## config.mk

```make
export PLATFORM = sky130hd
export DESIGN_NAME = hazard_scoreboard
export DESIGN_NICKNAME = d
export VERILOG_FILES = /design/src/rtl/hazard_scoreboard.sv
export SDC_FILE = /design/constraint.sdc
export NUM_CORES = 1
export LEC_CHECK = 0
export BUFFER_PORTS_ARGS = -buffer_cell sky130_fd_sc_hd__buf_2
export CORE_UTILIZATION = 40
export DETAILED_ROUTE_END_ITERATION = 6
export GPL_TIMING_DRIVEN = 0
export HOLD_SLACK_MARGIN = 0.02
export PLACE_DENSITY = 0.58
export SYNTH_ARGS = -nofsm -noshare
export SYNTH_HDL_FRONTEND = slang
export SYNTH_SLANG_ARGS = --single-unit
export TNS_END_PERCENT = 30
```

## constraint.sdc

```tcl
create_clock -name clock -period 3.6 [get_ports clock]
set_input_delay 0.54 -clock clock [delete_from_list [all_inputs] [get_ports clock]]
set_output_delay 0.54 -clock clock [all_outputs]
set_load 0.1 [all_outputs]
```

## src/rtl/hazard_scoreboard.sv

```systemverilog
// Tracks in-flight destinations after s3; drives per-source bypass selects and load-use stall (0-cycle, combinational).
// No backpressure downstream: the entry record shifts every cycle, stall only holds s1a..s3.
module hazard_scoreboard #(
    parameter int NUM_STAGES = 3,
    parameter int NUM_SRC    = 2,
    parameter int TAG_W      = 5,
    parameter int LOAD_READY = 2,
    parameter int CNT_W      = 32,
    parameter int SEL_W      = $clog2(NUM_STAGES + 1)
) (
    input  logic                     clock,
    input  logic                     reset,
    input  logic                     issue_valid,
    input  logic                     flush,
    input  logic [TAG_W-1:0]         issue_rd,
    input  logic                     issue_writes_rd,
    input  logic                     issue_is_load,
    input  logic [NUM_SRC*TAG_W-1:0] src_tag,
    input  logic [NUM_SRC-1:0]       src_used,
    output logic                     stall,
    output logic [NUM_SRC*SEL_W-1:0] bypass_sel,
    output logic [NUM_STAGES-1:0]    stage_valid,
    output logic [CNT_W-1:0]         stall_count
);

    typedef struct packed {
        logic             valid;
        logic [TAG_W-1:0] rd;
        logic             writes;
        logic             is_load;
    } entry_t;

    entry_t                          entry_q [NUM_STAGES];
    logic [NUM_SRC-1:0][SEL_W-1:0]   sel;
    logic [NUM_SRC-1:0]              load_hit;
    logic [NUM_STAGES-1:0]           valid_bits;
    logic                            hazard;

    // Oldest-to-youngest scan so the youngest match overwrites older ones.
    always_comb begin
        sel      = '0;
        load_hit = '0;
        for (int i = 0; i < NUM_SRC; i++) begin
            for (int k = NUM_STAGES - 1; k >= 0; k--) begin
                if (issue_valid && src_used[i] &&
                    (src_tag[i*TAG_W +: TAG_W] != '0) &&
                    entry_q[k].valid && entry_q[k].writes &&
                    (entry_q[k].rd == src_tag[i*TAG_W +: TAG_W])) begin
                    sel[i]      = SEL_W'(k + 1);
                    load_hit[i] = entry_q[k].is_load && (k < LOAD_READY);
                end
            end
        end
    end

    always_comb begin
        valid_bits = '0;
        for (int k = 0; k < NUM_STAGES; k++) begin
            valid_bits[k] = entry_q[k].valid;
        end
    end

    assign hazard      = issue_valid && !flush && (|load_hit);
    assign stall       = !reset && hazard;
    assign bypass_sel  = reset ? '0 : sel;
    assign stage_valid = reset ? '0 : valid_bits;

    always_ff @(posedge clock) begin
        if (reset) begin
            for (int k = 0; k < NUM_STAGES; k++) begin
                entry_q[k] <= '0;
            end
            stall_count <= '0;
        end else begin
            if (issue_valid && !flush && !hazard) begin
                entry_q[0] <= '{valid: 1'b1, rd: issue_rd,
                                writes: issue_writes_rd, is_load: issue_is_load};
            end else begin
                entry_q[0] <= '0;
            end
            for (int k = 1; k < NUM_STAGES; k++) begin
                entry_q[k] <= entry_q[k-1];
            end
            if (hazard && (stall_count != '1)) begin
                stall_count <= stall_count + CNT_W'(1);
            end
        end
    end

endmodule
```

==> flow_metrics.tcl, run 1 <==
set metrics [dict create \
    status "finished clean" \
    n_fill_cell 797 \
    ys_ff_latch 55 \
    slew_viol_final 0 \
    yosysTopAreaCellShare_pct 22.7 \
    vias_per_cell 5.38 \
    drcViolationCount 0 \
    synth_area_mm2 0.00304 \
    endpoint_kind "output port" \
    clkTransAtPathRegs_ns 0.11 \
    crit_path_start_kind "flop" \
    grt_pass1_wl_um 12500 \
    slew_headroom_pct 51.4 \
    cts_tree "yes" \
    arrival_ns 2.96 \
    start_util_pct 41.7 \
    worst_skew_pair.late_latency_ns 0.32 \
    period_share_pct 97.3 \
    holdBufCountCts 0 \
    slowest_delay_ns 0.54 \
    layout_common_cells "61 x buf_2, 32 x dfxtp_1, 27 x a21oi_1" \
    cp.buffers_inverters 2 \
    portBuffers 62 \
    cp_slowest_cell "or4_1" \
    nNetsFinal 445 \
    clockBufferDepth 2 \
    drt_first_pass_iters 4 \
    synth.avg_cell_area_um2 9.24 \
    core_mm2 0.00729 \
    yosysTopAreaCell "edfxtp_1" \
    drive_above_1_share_pct 19.9 \
    grt_max_degree 20 \
    antenna_found_initial 0 \
    final_common_cell "buf_2" \
    crit_chain "xor2_1 -> or4_1 -> or4_1 -> o22a_1 -> a21o_1 -> buf_4 -> nor2_2 -> buf_8" \
    finalSetupViolations 0 \
    critPathKind "reg -> out" \
    placed_cells 512 \
    gp_routability_congestion 0.832 \
    timing.hold.ws_ns 0.487 \
    synth_warnings 0 \
    netlist_instances 329 \
    cts-root-buf "clkbuf_8" \
    maxCapViolations 0 \
    synth-edff-count 23 \
    crit_fanout 19 \
    rows 31 \
    die_w_um 89.2 \
    min_period_ns 3.50 \
    fin_skew_ns 0.0166 \
    max_slew.worst_pin.slew_ns 0.723 \
    yosysSeqAreaShare_pct 43.8 \
    htree_levels 2 \
    die_area_mm2 0.00795 \
    fmax_mhz 286 \
    drt_wl_total_um 8000 \
    numClockSinks 55 \
    finalSetupTns_ns 0 \
    wl_per_cell_um 15.3 \
    grt_pass1_vias 2491 \
    detail_route.iter0.violations 124 \
    cp.required_ns 3.06 \
    cp_common_cell "or4_1" \
    vias 2801 \
    hold_violations 0 \
    final_cells 521 \
    ant_nets 0 \
    hp-class "in -> reg" \
    synthFlopType "dfxtp_1" \
    async_flop_share_pct 0 \
    syn_to_final_growth_pct 21.6 \
    synth_area_leaders "edfxtp_1 23%, dfxtp_1 21%, xnor2_1 6.9%, nand4_1 4.7%, nor2b_1 4.5%" \
    crit_family "simple AND/OR/NAND/NOR gates" \
    synth_cell_types 40 \
    power.leakage_nw 1.33 \
    grt_util_all_layers_pct 20.5 \
    io_pins 63 \
    overflow 0 \
    powerDensity_mw_per_mm2 310 \
    antenna_cells 0 \
    dp_hpwl_um 6000 \
    ir_drop_mv 0.154 \
    cts_buffers 5 \
    dieHeight_um 89.2 \
]
-- metrics by stage --
step,power [mW],util (%),setup WS (ns),instance area [um^2]
2_1_floorplan,0.751,-,-0.441,3130
3_3_place_gp,0.788,48.9,-0.307,3560
3_5_place_dp,0.789,48.9,-0.329,3560
4_1_cts,1.15,50.4,0.0234,3680
5_1_grt,1.19,50.7,-0.00223,3700
6_report,1.15,50.7,0.0979,3700
-- report_power, final --
part	leakage, nW	internal [mW]	total [mW]	switching, mW
registers	0.496	0.664	0.675	0.0115
clock network	0.0463	0.144	0.369	0.226
logic	0.789	0.0405	0.103	0.0622
total	1.33	0.848	1.15	0.300
-- cells in the mapped netlist (6+ instances only) --
library cell and n:
nor3_1 8, nand2_1 15, or4_1 16, a21oi_1 27
xor2_1 7, nor4_1 8, dfxtp_1 32, nand3_1 10
nand4_1 23, xnor2_1 24, o31ai_1 11, edfxtp_1 23
or3_1 15, and4_1 6, clkbuf_1 16, nor2b_1 22
o21ai_0 16, nor2_1 11, and2_1 8
-- area by class of cell --
class                           count  area, um^2  area share (%)
Buffer                             16        63.8            1.73
Clock buffer                        5        68.8            1.86
Clock inverter                      3        27.5           0.745
Inverter                            2        7.51           0.203
Multi-Input combinational cell    277        1740            47.0
Sequential cell                    55        1330            36.0
Tap cell                           99         124            3.35
Timing Repair Buffer               64         335            9.07
-- sequential cells by signal, indices dropped and copies added (netlist names) --
signal	cells
stall_count	32
entry_q	23
-- routing by layer --
layer  track usage, %  vias to the layer above  wire [um]  share of wire (%)
met5                0                        -          0                  0
met4             4.33                        0         55               0.69
met3             2.95                        5        340                4.3
met2             30.9                       61       3550                 44
met1             31.2                     1336       4060                 51
li1                 -                     1399          -                  -
-- logic make-up after synthesis --
group                      after synthesis  share of synthesized area, %
xor gates and xnor gates                31                          8.93
muxes                                    3                          1.11
AOI/OAI and AO/OA                       65                          13.1
other                                    1                         0.123
DFF                                     55                          43.8
buffers and inverters                   19                          2.39
and+or+nand+nor                        154                          30.2
adders and majority gates                1                         0.411
-- what timing repair did --
item / in CTS / in global routing
buffers inserted: 2 / 0
setup endpoints to repair: 1 / 11
gates resized for setup: 2 / 5
gates cloned: 0 / 0
pin swaps: 0 / 0
-- path summary, 6_finish.rpt --
path | cells past startpoint | end | from | slack (ns)
worst max-delay path | 8 | stall | entry_q[0][12] | 0.1
worst min-delay path | 2 | entry_q[0][3] | issue_rd[1] | 0.49
worst max register to register | 8 | stall_count[16] | entry_q[0][12] | 0.41
worst min register to register | 2 | stall_count[11] | stall_count[11] | 0.51
-- worst register-to-register path, stage by stage, from the launching register on --
cell	delay (ns)
edfxtp_1	0.44
xor2_1	0.16
or4_1	0.54
or4_1	0.47
o22a_1	0.25
a21o_1	0.23
buf_4	0.22
nor4_1	0.41
mux2_2	0.37
(Power assumes the default switching activity.)
==> run 2: changes to the inputs <==
--- a/config.mk
+++ b/config.mk
@@ -6,11 +6,13 @@
 export NUM_CORES = 1
 export LEC_CHECK = 0
 export BUFFER_PORTS_ARGS = -buffer_cell sky130_fd_sc_hd__buf_2
-export CORE_UTILIZATION = 40
+export CELL_PAD_IN_SITES_DETAIL_PLACEMENT = 0
+export CELL_PAD_IN_SITES_GLOBAL_PLACEMENT = 2
+export CORE_UTILIZATION = 33
 export DETAILED_ROUTE_END_ITERATION = 6
 export GPL_TIMING_DRIVEN = 0
 export HOLD_SLACK_MARGIN = 0.02
-export PLACE_DENSITY = 0.58
+export PLACE_DENSITY = 0.76
 export SYNTH_ARGS = -nofsm -noshare
 export SYNTH_HDL_FRONTEND = slang
 export SYNTH_SLANG_ARGS = --single-unit
==> run 2 against run 1 <==
Compared with the run above: the run now ends with design-rule violations left; critical path depth stayed put; die area is 21% higher; core utilization is 8.3 points lower; global-route usage is 1.5 points lower; combinational power hardly changed; first-iteration DRC count is 8.9% lower; setup slack better by 0.020 ns; sequential share of layout area is 0.36 points lower; via count is 0.39% higher; design area is 1.0% higher; critical endpoint unchanged; largest power group unchanged.
==> flow_metrics.tcl, run 2 (same netlist as run 1, synthesis figures left out) <==
set metrics [dict create \
    holdBufCountCts 0 \
    pre_cts_ws_ns -0.394 \
    numClockSinks 55 \
    top_regs "stall_count (32), entry_q (23)" \
    worst_skew_pair.late_latency_ns 0.32 \
    drt_first_pass_iters 6 \
    slew_headroom_pct 49.3 \
    arrival_ns 2.94 \
    io_pins 63 \
    drt_wl_total_um 8680 \
    ant_nets 0 \
    finalSetupTns_ns 0 \
    cp_common_cell "or4_1" \
    cp_slowest_cell "or4_1" \
    setup_ws_ns 0.118 \
    rows 34 \
    final_util_pct 42.4 \
    grt_util_all_layers_pct 19.1 \
    maxCapViolations 0 \
    grt_max_degree 21 \
    hp-class "in -> reg" \
    powerDensity_mw_per_mm2 310 \
    grt_pass1_vias 2719 \
    status "complete, but fails checks" \
    period_share_pct 96.7 \
    multi_input_area_mm2 0.00175 \
    fmax_mhz 287 \
    cts_tree "yes" \
    min_period_ns 3.48 \
    drcViolationCount 4 \
    crit_fanout 19 \
    final_common_cell "buf_2" \
    critPathKind "reg -> out" \
    dieHeight_um 98.0 \
    grt_pass1_wl_um 14400 \
    top_register "stall_count" \
    antenna_found_initial 0 \
    largest_reg_flops 32 \
    nNetsFinal 446 \
    wl_per_cell_um 16.3 \
    slew_viol_final 0 \
    start_util_pct 34.5 \
    fin_skew_ns 0.0138 \
    die_area_mm2 0.00960 \
    ir_drop_mv 0.154 \
    rsz0062_at_grt "false" \
    n_fill_cell 923 \
    cts-root-buf "clkbuf_8" \
    gp_routability_congestion 0.804 \
    htree_levels 2 \
    seq_area_mm2 0.00133 \
    antenna_cells 0 \
    layout_common_cells "61 x buf_2, 32 x dfxtp_1, 27 x a21oi_1" \
    overflow 0 \
    crit_chain "xor2_1 -> or4_1 -> or4_1 -> o22a_1 -> a21o_1 -> buf_4 -> nor2_4 -> buf_12" \
    detail_route.iter0.violations 113 \
    cts_buffers 5 \
    endpoint_kind "output port" \
    clkTransAtPathRegs_ns 0.11 \
    syn_to_final_growth_pct 22.8 \
    portBuffers 62 \
    power.leakage_nw 1.35 \
    placed_cells 521 \
    final_cells 531 \
    slowest_delay_ns 0.55 \
    crit_path_start_kind "flop" \
    max_slew.worst_pin.slew_ns 0.754 \
    clockBufferDepth 2 \
    drive_above_1_share_pct 20.6 \
    vias 2812 \
    violations "design-rule violations" \
    vias_per_cell 5.30 \
    finalSetupViolations 0 \
    dp_hpwl_um 6590 \
    cp.required_ns 3.06 \
    core_mm2 0.00881 \
    die_w_um 98.0 \
    power_mw 1.16 \
    hold_violations 0 \
]
-- run 2: per-stage QoR --
stage | hold WS, ns | instance area, um^2
3_3_place_gp | 0.486 | 3580
4_1_cts | 0.474 | 3710
2_1_floorplan | 0.529 | 3130
6_report | 0.483 | 3730
3_5_place_dp | 0.498 | 3580
5_1_grt | 0.471 | 3730
-- run 2: critical path, delay by kind of cell, from the launching register on --
kind	cells	cell delay [ns]
buffers and inverters	2	0.39
AOI/OAI and AO/OA	2	0.49
and+or+nand+nor	3	1.16
xor gates and xnor gates	1	0.15
DFF	1	0.42
-- run 2: worst paths after layout --
kind,startpoint,to,slack (ns),depth (start not counted)
worst min register to register,stall_count[27],stall_count[27],0.51,2
worst max register to register,entry_q[0][12],stall_count[16],0.45,8
worst max-delay path,entry_q[0][12],stall,0.12,8
worst min-delay path,issue_is_load,entry_q[0][0],0.48,2
-- run 2: repair_timing --
action	in CTS	in global routing
buffers inserted	2	1
endpoints found under the setup margin	10	11
endpoints found under the hold margin	0	0
gates resized for setup	6	5
-- run 2: power by group --
part           total (mW)  internal, mW  switching, mW
clock               0.377         0.147          0.229
sequential          0.674         0.663         0.0110
combinational       0.105        0.0412         0.0635
-- run 2: cell type report --
cell class              instances  share of cell area (%)
inverters                       2                   0.201
repair buffers                 65                    9.32
flip-flops and latches         55                    35.7
clock inverters                 3                   0.771
clock buffers                   5                    1.84
well taps                     108                    3.62
multi-input cells             277                    46.8
plain buffers                  16                    1.74
-- run 2: routing by layer --
metal  routed length (um)  vias up  global-route usage, %
met5                    0        -                      0
met4                   89        0                   5.13
met1                 4550     1351                   29.0
li1                     -     1401                      -
met2                 3740       53                   27.5
met3                  296        7                   3.36
==> run 3: changes to the inputs <==
--- a/config.mk
+++ b/config.mk
@@ -13,6 +13,7 @@
 export GPL_TIMING_DRIVEN = 0
 export HOLD_SLACK_MARGIN = 0.02
 export PLACE_DENSITY = 0.76
+export RECOVER_POWER = 50
 export SYNTH_ARGS = -nofsm -noshare
 export SYNTH_HDL_FRONTEND = slang
 export SYNTH_SLANG_ARGS = --single-unit
==> run 3 against run 2 <==
Compared with the run above: the flow still finishes with violations (design-rule violations); clock power about the same; power up 0.23%; design area down 1.1%; global-route usage unchanged; register-to-register slack about the same; routed wire length up 0.99%; critical path depth unchanged; flip-flop and latch count unchanged; maximum frequency down 0.10%; setup slack worse by 0.0037 ns; critical path type unchanged.
==> flow_metrics.tcl, run 3 (same netlist as run 1, synthesis figures left out) <==
set metrics [dict create \
    core_mm2 0.00881 \
    cts-root-buf "clkbuf_8" \
    hold_path.startpoint "issue_is_load" \
    overflow 0 \
    cp.required_ns 3.06 \
    powerDensity_mw_per_mm2 314 \
    hold_depth 2 \
    grt_max_degree 21 \
    grt_util_all_layers_pct 19.1 \
    vias 2838 \
    nNetsFinal 446 \
    grt_pass1_wl_um 14400 \
    fmax_mhz 287 \
    maxCapViolations 0 \
    drt_first_pass_iters 6 \
    ir_drop_mv 0.154 \
    gp_routability_congestion 0.804 \
    syn_to_final_growth_pct 21.4 \
    power_mw 1.16 \
    crit_chain "xor2_1 -> or4_1 -> or4_1 -> o22a_1 -> a21o_1 -> buf_4 -> nor2_4 -> buf_12" \
    crit_path_start_kind "flop" \
    portBuffers 62 \
    drt_wl_total_um 8760 \
    status "complete, but fails checks" \
    reg2reg_to "stall_count[16]" \
    period_share_pct 96.8 \
    finalSetupViolations 0 \
    crit_fanout 19 \
    fin_skew_ns 0.0128 \
    rr_worst_depth 8 \
    io_pins 63 \
    slew_headroom_pct 21.7 \
    numClockSinks 55 \
    start_util_pct 34.5 \
    rsz0062_at_grt "false" \
    cp_common_cell "or4_1" \
    antenna_found_initial 0 \
    violations "design-rule violations" \
    top_register "stall_count" \
    detail_route.iter0.violations 125 \
    antenna_cells 0 \
    clockBufferDepth 2 \
    drcViolationCount 4 \
    hold_violations 0 \
    wl_per_cell_um 16.5 \
    min_period_ns 3.49 \
    worst_skew_pair.late_latency_ns 0.33 \
    timing.hold.ws_ns 0.481 \
    hold_path_end "entry_q[0][0]" \
    final_common_cell "clkbuf_1" \
    die_w_um 98.0 \
    drive_above_1_share_pct 12.8 \
    cp.buffers_inverters 2 \
    hp-class "in -> reg" \
    htree_levels 2 \
    layout_common_cells "47 x clkbuf_1, 32 x dfxtp_1, 28 x buf_2" \
    die_area_mm2 0.00960 \
    cp_slowest_cell "or4_1" \
    endpoint_kind "output port" \
    multi_input_area_mm2 0.00175 \
    cts_buffers 5 \
    max_slew.worst_pin.slew_ns 1.18 \
    r2r_slack_ns 0.46 \
    n_fill_cell 941 \
    grt_pass1_vias 2719 \
    top_regs "stall_count (32), entry_q (23)" \
    vias_per_cell 5.34 \
    slowest_delay_ns 0.55 \
    arrival_ns 2.95 \
    critPathKind "reg -> out" \
    largest_reg_flops 32 \
    worstReg2RegStart "entry_q[0][12]" \
    crit_family "simple AND/OR/NAND/NOR gates" \
    seq_area_mm2 0.00133 \
    clkTransAtPathRegs_ns 0.11 \
    dieHeight_um 98.0 \
    power.leakage_nw 1.20 \
    rows 34 \
    dp_hpwl_um 6590 \
    ant_nets 0 \
    cts_tree "yes" \
    slew_viol_final 0 \
]
[run 3: cell count changes in the layout (fill, tap and decap cells not counted)]
| cell | delta |
|---|---|
| buf_2 | -33 |
| clkbuf_1 | +33 |
[run 3: routing by layer]
| layer | wire length (um) | global-route usage [%] | vias to the layer above |
|---|---|---|---|
| met1 | 4580 | 29.0 | 1365 |
| met4 | 85 | 5.13 | 0 |
| li1 | - | - | 1404 |
| met2 | 3770 | 27.5 | 63 |
| met3 | 326 | 3.36 | 6 |
| met5 | 0 | 0 | - |
[run 3: worst register-to-register path: stages, from the launching register on]
cell	delay, ns
edfxtp_1	0.42
xor2_1	0.15
or4_1	0.55
or4_1	0.48
o22a_1	0.26
a21o_1	0.23
buf_4	0.21
nor4_1	0.36
mux2_2	0.37
[run 3: worst max-delay path by stage]
stage,start,endpoint,slack (ns),cells past startpoint
floorplan,src_tag[1],bypass_sel[1],-0.44,4
global route,entry_q[0][11],stall,0.01,8
finish,entry_q[0][12],stall,0.11,8
detailed placement,src_tag[7],stall,-0.39,10
CTS,entry_q[0][12],stall,0.03,8
global placement,src_tag[7],stall,-0.40,10
[run 3: what timing repair did]
item,in CTS,in global routing
pin swaps,0,0
hold buffers,0,0
setup endpoints to repair,10,11
resized for setup,6,5
buffers inserted,2,1
[run 3: area by class of cell]
cell class                 count  area share (%)
tap                          108            3.66
clock buffer                   5            1.86
timing repair buffer          65            8.30
clock inverter                 3           0.779
multi-input combinational    277            47.4
inverter                       2           0.203
sequential                    55            36.1
buffer                        16            1.76
[run 3: power breakdown]
group	switching [mW]	internal [mW]	leakage, nW
Combinational	0.0636	0.0411	0.655
Clock	0.232	0.148	0.0511
Sequential	0.0110	0.663	0.496
Total	0.307	0.852	1.20
[run 3: stage by stage]
stage / cells / setup TNS, ns / area (um^2) / worst slack (ns) / utilization (%)
finish: 531 / 0 / 3690 / 0.114 / 41.9
global route: 531 / 0 / 3690 / 0.0147 / 41.9
CTS: 530 / 0 / 3710 / 0.0321 / 42.1
detailed placement: 521 / -0.403 / 3580 / -0.394 / 40.6
global placement: 521 / -0.399 / 3580 / -0.399 / 40.6
floorplan: 351 / -0.605 / 3130 / -0.441 / -
